--- config.mk ---
export PLATFORM = sky130hd
export DESIGN_NAME = unison_readout_rx
export DESIGN_NICKNAME = d
export VERILOG_FILES = /design/src/rtl/unison_readout_rx.sv
export SDC_FILE = /design/constraint.sdc
export NUM_CORES = 1
export LEC_CHECK = 0
export BUFFER_PORTS_ARGS = -buffer_cell sky130_fd_sc_hd__buf_2
export CAP_MARGIN = 20
export CORE_MARGIN = 4
export CORE_UTILIZATION = 25
export DETAILED_ROUTE_END_ITERATION = 8
export HOLD_SLACK_MARGIN = 0.03
export SLEW_MARGIN = 20
export SYNTH_ARGS = -nofsm -noshare
export SYNTH_HDL_FRONTEND = slang
export SYNTH_SLANG_ARGS = --single-unit
--- constraint.sdc ---
create_clock -name wb_clk_i -period 11.25 [get_ports wb_clk_i]
set_clock_uncertainty 0.2 [all_clocks]
set_input_delay 0.5625 -clock wb_clk_i [delete_from_list [all_inputs] [get_ports wb_clk_i]]
set_output_delay 0.5625 -clock wb_clk_i [all_outputs]
set_load 0.005 [all_outputs]
--- src/rtl/unison_readout_rx.sv ---
// Receiver for the digital_unison I/Q serial readout: it synchronizes the bit clock and
// the lanes, assembles {I_word, Q_word} frames and buffers them in a small FIFO.
module unison_readout_rx #(
    parameter int WORD_BITS  = 16,
    parameter int FIFO_DEPTH = 4
) (
    input  logic                   wb_clk_i,
    input  logic                   wb_rst_i,
    input  logic                   clk_master,
    input  logic [1:0]             read_out_I,
    input  logic [1:0]             read_out_Q,
    input  logic                   rx_en,
    input  logic                   clr_ovf,
    output logic [2*WORD_BITS-1:0] out_data,
    output logic                   out_valid,
    input  logic                   out_ready,
    output logic                   overflow,
    output logic                   busy
);

    localparam int HALF  = WORD_BITS / 2;
    localparam int CNT_W = $clog2(HALF + 1);
    localparam int AW    = $clog2(FIFO_DEPTH);
    localparam int PW    = AW + 1;
    localparam int DW    = 2 * WORD_BITS;

    typedef enum logic {
        IDLE    = 1'b0,
        CAPTURE = 1'b1
    } state_t;

    logic             r_cm_s1, r_cm_s2, r_cm_prev;
    logic [1:0]       r_i_s1, r_i_s2, r_q_s1, r_q_s2;
    logic             w_strobe;

    state_t           r_state, w_state_next;
    logic [CNT_W-1:0] r_cnt, w_cnt_next;
    logic [WORD_BITS-1:0] r_i_sh, r_q_sh, w_i_sh_next, w_q_sh_next;
    logic             w_push;
    logic [DW-1:0]    w_push_data;

    logic [DW-1:0]    r_mem [FIFO_DEPTH];
    logic [PW-1:0]    r_wr_ptr, r_rd_ptr, w_wr_next, w_rd_next, w_count;
    logic [AW-1:0]    w_rd_next_idx;
    logic             w_full, w_pop, w_push_ok, w_drop, w_valid_next;
    logic [DW-1:0]    w_head, w_out_data_next;
    logic             r_out_valid, r_overflow;
    logic [DW-1:0]    r_out_data;

    // Lanes ride through the same two stages as clk_master so the strobe sees aligned bits.
    always_ff @(posedge wb_clk_i or posedge wb_rst_i) begin
        if (wb_rst_i) begin
            r_cm_s1   <= 1'b0;
            r_cm_s2   <= 1'b0;
            r_cm_prev <= 1'b0;
            r_i_s1    <= '0;
            r_i_s2    <= '0;
            r_q_s1    <= '0;
            r_q_s2    <= '0;
        end else begin
            r_cm_s1   <= clk_master;
            r_cm_s2   <= r_cm_s1;
            r_cm_prev <= r_cm_s2;
            r_i_s1    <= read_out_I;
            r_i_s2    <= r_i_s1;
            r_q_s1    <= read_out_Q;
            r_q_s2    <= r_q_s1;
        end
    end

    assign w_strobe = r_cm_s2 & ~r_cm_prev;

    always_ff @(posedge wb_clk_i or posedge wb_rst_i) begin
        if (wb_rst_i) begin
            r_state <= IDLE;
        end else begin
            r_state <= w_state_next;
        end
    end

    always_comb begin
        w_state_next = r_state;
        w_cnt_next   = r_cnt;
        w_i_sh_next  = r_i_sh;
        w_q_sh_next  = r_q_sh;
        w_push       = 1'b0;
        case (r_state)
            IDLE: begin
                w_cnt_next  = '0;
                w_i_sh_next = '0;
                w_q_sh_next = '0;
                if (rx_en) begin
                    w_state_next = CAPTURE;
                end
            end
            CAPTURE: begin
                if (!rx_en) begin
                    w_state_next = IDLE;
                    w_cnt_next   = '0;
                    w_i_sh_next  = '0;
                    w_q_sh_next  = '0;
                end else if (w_strobe) begin
                    w_i_sh_next = {r_i_sh[WORD_BITS-3:0], r_i_s2};
                    w_q_sh_next = {r_q_sh[WORD_BITS-3:0], r_q_s2};
                    if (r_cnt == CNT_W'(HALF - 1)) begin
                        w_push     = 1'b1;
                        w_cnt_next = '0;
                    end else begin
                        w_cnt_next = r_cnt + CNT_W'(1);
                    end
                end
            end
            default: w_state_next = IDLE;
        endcase
    end

    always_ff @(posedge wb_clk_i or posedge wb_rst_i) begin
        if (wb_rst_i) begin
            r_cnt  <= '0;
            r_i_sh <= '0;
            r_q_sh <= '0;
        end else begin
            r_cnt  <= w_cnt_next;
            r_i_sh <= w_i_sh_next;
            r_q_sh <= w_q_sh_next;
        end
    end

    assign w_push_data = {w_i_sh_next, w_q_sh_next};

    // A full FIFO still accepts a push when the head leaves on the same edge.
    always_comb begin
        w_count       = r_wr_ptr - r_rd_ptr;
        w_full        = (w_count == PW'(FIFO_DEPTH));
        w_pop         = r_out_valid & out_ready;
        w_push_ok     = w_push & (~w_full | w_pop);
        w_drop        = w_push & ~w_push_ok;
        w_wr_next     = r_wr_ptr + {{AW{1'b0}}, w_push_ok};
        w_rd_next     = r_rd_ptr + {{AW{1'b0}}, w_pop};
        w_rd_next_idx = w_rd_next[AW-1:0];
        w_valid_next  = (w_wr_next != w_rd_next);
        // The word being written becomes the head when the FIFO drains to it this edge.
        if (w_push_ok && (r_wr_ptr[AW-1:0] == w_rd_next_idx)) begin
            w_head = w_push_data;
        end else begin
            w_head = r_mem[w_rd_next_idx];
        end
        w_out_data_next = w_valid_next ? w_head : r_out_data;
    end

    always_ff @(posedge wb_clk_i) begin
        if (w_push_ok) begin
            r_mem[r_wr_ptr[AW-1:0]] <= w_push_data;
        end
    end

    always_ff @(posedge wb_clk_i or posedge wb_rst_i) begin
        if (wb_rst_i) begin
            r_wr_ptr    <= '0;
            r_rd_ptr    <= '0;
            r_out_valid <= 1'b0;
            r_out_data  <= '0;
            r_overflow  <= 1'b0;
        end else begin
            r_wr_ptr    <= w_wr_next;
            r_rd_ptr    <= w_rd_next;
            r_out_valid <= w_valid_next;
            r_out_data  <= w_out_data_next;
            if (w_drop) begin
                r_overflow <= 1'b1;
            end else if (clr_ovf) begin
                r_overflow <= 1'b0;
            end
        end
    end

    assign out_data  = r_out_data;
    assign out_valid = r_out_valid;
    assign overflow  = r_overflow;
    assign busy      = (r_state == CAPTURE);

endmodule

# Word-level counts from Yosys, hierarchy flattened
# Memories as Yosys holds them, arrays and structs flattened. A register that Yosys moved wholly into a read port is not among the register bits.
# Index checks and enable logic that the tools add are counted.
# W data, S select, Z words.
[totals]
regBits = 56
latch_bits = 0
mem_bits_rw = 128
romBits = 0
input_bits = 10
elab_cells = 53
n_memories = 1
[classes]
n_addsub = 4
n_mul = 0
div_mod_pow = 0
magnitude_cmp = 0
n_eq_ne = 4
shifts = 0
n_mux = 19
bitwise = 9
n_reduce_logical = 1
[mem_list]
columns = ["memory", "words", "width", "read_ports", "rd_clocked_by_memory_dff", "write_ports", "line_no", "text"]
rows = [
  ["r_mem", 4, 32, 1, 1, 1, "42", "logic [DW-1:0] r_mem [FIFO_DEPTH];"],
]
[op_table]
columns = ["cell", "count"]
rows = [
  ["$mux W16", 4],
  ["$pmux W16 S2", 2],
  ["$mux W4", 3],
  ["$mux W1", 9],
  ["$pmux W4 S2", 1],
  ["$add A3 B1 Y3", 2],
  ["$add A4 B1 Y4 const B", 1],
  ["$and A1 B1 Y1", 4],
  ["$eq A4 B3 Y1 const B", 1],
  ["$not A1 Y1", 4],
  ["$eq A3 B3 Y1 const B", 1],
  ["$ne A3 B3 Y1", 1],
  ["$ne A3 B3 Y1 const B", 1],
  ["$sub A3 B3 Y3", 1],
  ["$reduce_bool A2 Y1", 1],
  ["$or A1 B1 Y1", 1],
]

# Depth between registers and ports, before layout
[logic_depth]
ltp_word = 9
mapped_depth = 16
ltp_nobuf = 14

# Least setup slack after synthesis
# No wires, ideal clock.
[synth_timing]
path_kind = "input port to flip-flop"
startpoint = "input rx_en"
endpoint = "memory r_mem[1][0] (netlist name), enable pin"
arrival_ps = 3547
setup_slack_ps = 7042
cell_stages = 5
path_cell_list = "and4b_1 > buf_6 > clkbuf_1 > nand3_1 > nor3_1"
[synth_between]
elab_chain_len = 5
[synth_lines]
columns = ["item", "line_no", "text"]
rows = [
  ["start: declaration", "12", "input logic rx_en,"],
  ["$mux W1", "97", "if (!rx_en) begin"],
  ["$mux W1", "87", "case (r_state)"],
  ["$and A1 B1 Y1", "136", "w_push_ok = w_push & (~w_full | w_pop);"],
  ["$mux W1", "152", "if (w_push_ok) begin"],
  ["$mux W1 (not written as such)", "153", "r_mem[r_wr_ptr[AW-1:0]] <= w_push_data;"],
  ["end: declaration", "42", ""],
]
# Every way passes these cells.

# Worst setup path after layout
[layout_timing]
startpoint = "register r_wr_ptr[0]"
endpoint = "register r_out_data[3] (netlist: out_data[3]), read port of r_mem"
[layout_between]
elab_chain_len = 7
[layout_lines]
columns = ["item", "line_no", "text"]
rows = [
  ["start: declaration", "43", "logic [PW-1:0] r_wr_ptr, r_rd_ptr, w_wr_next, w_rd_next, w_count;"],
  ["start signal: assignment", "165", "r_wr_ptr <= w_wr_next;"],
  ["$sub A3 B3 Y3", "133", "w_count = r_wr_ptr - r_rd_ptr;"],
  ["$eq A3 B3 Y1", "134", "w_full = (w_count == PW'(FIFO_DEPTH));"],
  ["$not A1 Y1", "136", ""],
  ["$or A1 B1 Y1", "136", ""],
  ["$and A1 B1 Y1", "136", ""],
  ["$add A3 B1 Y3 *", "138", "w_wr_next = r_wr_ptr + {{AW{1'b0}}, w_push_ok};"],
  ["$ne A3 B3 Y1 *", "141", "w_valid_next = (w_wr_next != w_rd_next);"],
  ["end: declaration", "48", "logic [DW-1:0] r_out_data;"],
]
# Every way passes the cells marked *; elsewhere a longest branch is shown, timed or not.
# A chain may end at the register's enable or synchronous reset.

==> impl_metrics.py <==
metrics = {
    "setup_path": {
        "cp_slowest_cell": "and3_4",
        "path_cells": "inv_1, ha_1, nor2b_1, xnor2_2, nand4_1, nand3_1, inv_1, ha_1, ha_1, xnor2_1, xor2_1, and3_4, o21ai_1",
        "critPathTopFamily": "simple AND/OR/NAND/NOR gates",
        "start_kind": "flip-flop",
        "cp.buffers_inverters": 2,
        "cp.required_ps": 11410,
        "endpoint_kind": "flip-flop",
        "max_stage_delay_ps": 640,
        "crit_top_cell": "ha_1",
        "arrival_ps": 3680,
        "path_class": "reg2reg",
        "cp_max_fo": 65,
    },
    "final_layout": {
        "most-common-layout-cells": "128 x edfxtp_1, 88 x dfrtp_1, 44 x buf_2",
        "post-route-util_pct": 30.2,
        "fillCellCount": 3239,
        "nets": 532,
        "layout_commonest_cell": "edfxtp_1",
        "area_delta_synth_final_pct": 19.4,
        "drive_gt1_share_pct": 25.9,
        "final_area_um2": 9820,
        "antenna_cells": 0,
        "stdcell_count": 974,
    },
    "routing": {
        "post_drt_via_cell_ratio": 4.20,
        "drtIter0Drc": 310,
        "vias": 4094,
        "wirelength_mm": 16.0,
        "postRouteAntennaNets": 0,
        "drc": 0,
        "detail_route.first_pass.iterations": 4,
        "routedWlPerCell_um": 16.5,
    },
    "global_routing": {
        "groute.usage.overall_pct": 9.02,
        "grt_pass1_vias": 4356,
        "overflow": 0,
        "grt_pass1_wl_mm": 25.9,
        "grt_max_degree": 74,
        "antenna_found_initial": 0,
    },
    "place": {
        "place_congestion": 0.666,
        "dpl.hpwl_mm": 8.72,
        "dp.cells": 925,
        "port_buffers": 44,
        "dpl-instance-area_um2": 8940,
        "dp_slack_ps": 7350,
    },
    "floorplanning": {
        "initial_core_util_pct": 25.3,
        "die_h_um": 189,
        "rows": 66,
        "die_x_um": 189,
        "io_pins": 45,
        "core_area_um2": 32500,
        "dieArea_um2": 35900,
    },
    "yosys": {
        "yosys_warnings": 0,
        "ys_types": 32,
        "synth_area_per_cell_um2": 18.1,
        "syn_nets": 471,
        "ys_seq_elements": 216,
        "synth_top_flop_cell": "edfxtp_1",
        "synth_edf_count": 128,
        "syn-cell-area_um2": 8230,
        "netlist_instances": 454,
        "async_reset_ff_share_pct": 40.7,
        "synth_seq_area_share_pct": 73.5,
    },
    "timing": {
        "hold_ws_ps": 72.7,
        "final.period_utilization_pct": 31.3,
        "drv_slew": 0,
        "relSlewSlack_pct": 50.1,
        "setup_viol": 0,
        "tightestPinTransition_ps": 749,
        "fin_tns_setup_ps": 0,
        "max_clock_freq_mhz": 284,
        "fin_ws_ps": 7720,
        "rsz0062_at_grt": "no",
        "hold_viol": 0,
        "timing.final.crit_period_ps": 3530,
    },
    "power_and_ir_drop": {
        "total_power_mw": 1.67,
        "p_leak_nw": 3.53,
        "irDropWorstVdd_mv": 0.0887,
        "p_per_area_nw_per_um2": 170,
    },
    "min_path": {
        "min_path_type": "in2reg",
    },
    "cts": {
        "cts_max_path_buffers": 3,
        "cts_tree": "done",
        "clk_latency_ps": 500,
        "cts_root_buffer": "clkbuf_16",
        "cts_buffers": 23,
        "h-tree-depth": 1,
        "cts.sinks": 216,
        "clk_pin_slew_worst_paths_ps": 60,
    },
    "outcome": {
        "outcome": "complete, no violations",
    },
    "flow_run": {
        "maxCapViolCount": 0,
    },
}
cells in the mapped netlist, types with 3 or more instances:
cell type  count  share of area [%]
buf_8          3               0.55
clkbuf_1      10               0.46
dfrtp_1       88                 27
mux4_2        32                8.8
ha_1           7                1.1
o21ai_1       32                1.9
edfxtp_1     128                 47
mux2i_1       32                3.9
xor2_1         3               0.32
xnor2_1        3               0.32
xnor2_2        4               0.79
inv_1          8               0.36
buf_2         10               0.61
and3_1         3               0.23
nand2_1       38                1.7
a22o_1        33                3.5
layout make-up:
cell class / instances / area, µm² / share of cell area [%]
Clock buffer: 28 / 624 / 6.36
Clock inverter: 14 / 179 / 1.82
Inverter: 8 / 32.5 / 0.331
Multi-Input combinational cell: 205 / 2020 / 20.6
Sequential cell: 216 / 6050 / 61.5
Tap cell: 442 / 553 / 5.63
Timing Repair Buffer: 61 / 369 / 3.76
flip-flops by register name, summed over array words and instances, names as in the netlist, 2 cells and up:
register	count
r_i_s1	2
r_wr_ptr	3
out_data	32
r_mem	128
r_q_s1	2
r_q_sh	16
r_cnt	4
r_rd_ptr	3
r_q_s2	2
r_i_s2	2
r_i_sh	16
timing repair:
| action | CTS | global route |
|---|---|---|
| hold buffers | 7 | 0 |
| gates resized for setup | 0 | 0 |
| hold endpoints to repair | 21 | 0 |
| buffers inserted | 0 | 0 |
worst paths after layout:
kind / start / endpoint / slack, ps / depth (start not counted)
worst max-delay path: r_wr_ptr[0]$_DFF_PP0_ / out_data[3]$_DFFE_PP0P_ / 7720 / 13
worst min-delay path: clr_ovf / overflow$_DFFE_PP0P_ / 70 / 2
worst max register to register: r_wr_ptr[0]$_DFF_PP0_ / out_data[3]$_DFFE_PP0P_ / 7720 / 13
worst min register to register: r_i_s1[1]$_DFF_PP0_ / r_i_s2[1]$_DFF_PP0_ / 150 / 0
max in group asynchronous: wb_rst_i / r_cm_s2$_DFF_PP0_ / 9560 / 4
min in group asynchronous: wb_rst_i / r_q_sh[0]$_DFF_PP0_ / 330 / 3
per-layer routing:
metal  wire [µm]  track usage, %  vias to the layer above
met4         287            2.00                        0
met2        7320            14.0                       87
met1        7350            12.7                     2105
met5           0               0                        -
met3        1070            2.49                       25
li1            -               -                     1877
kinds of logic (layout without fill, tap and decap cells):
family | Yosys count | in the layout | synth area share (%)
AND/OR/NAND/NOR | 55 | 55 | 3.18
XOR/XNOR | 10 | 10 | 1.43
multiplexers | 64 | 64 | 12.7
AO/OA/AOI/OAI | 69 | 69 | 5.99
flip-flops | 216 | 216 | 73.5
adder cells (fa/ha/maj) | 7 | 7 | 1.06
buffers and inverters | 33 | 111 | 2.21
power by group:
part           switching (mW)  internal (mW)  leakage [nW]  total (mW)
sequential            0.00462          0.842          2.24       0.846
combinational          0.0181         0.0103         0.898      0.0285
clock                   0.304          0.488         0.396       0.791
total                   0.326           1.34          3.53        1.67
(Power assumes the default switching activity.)
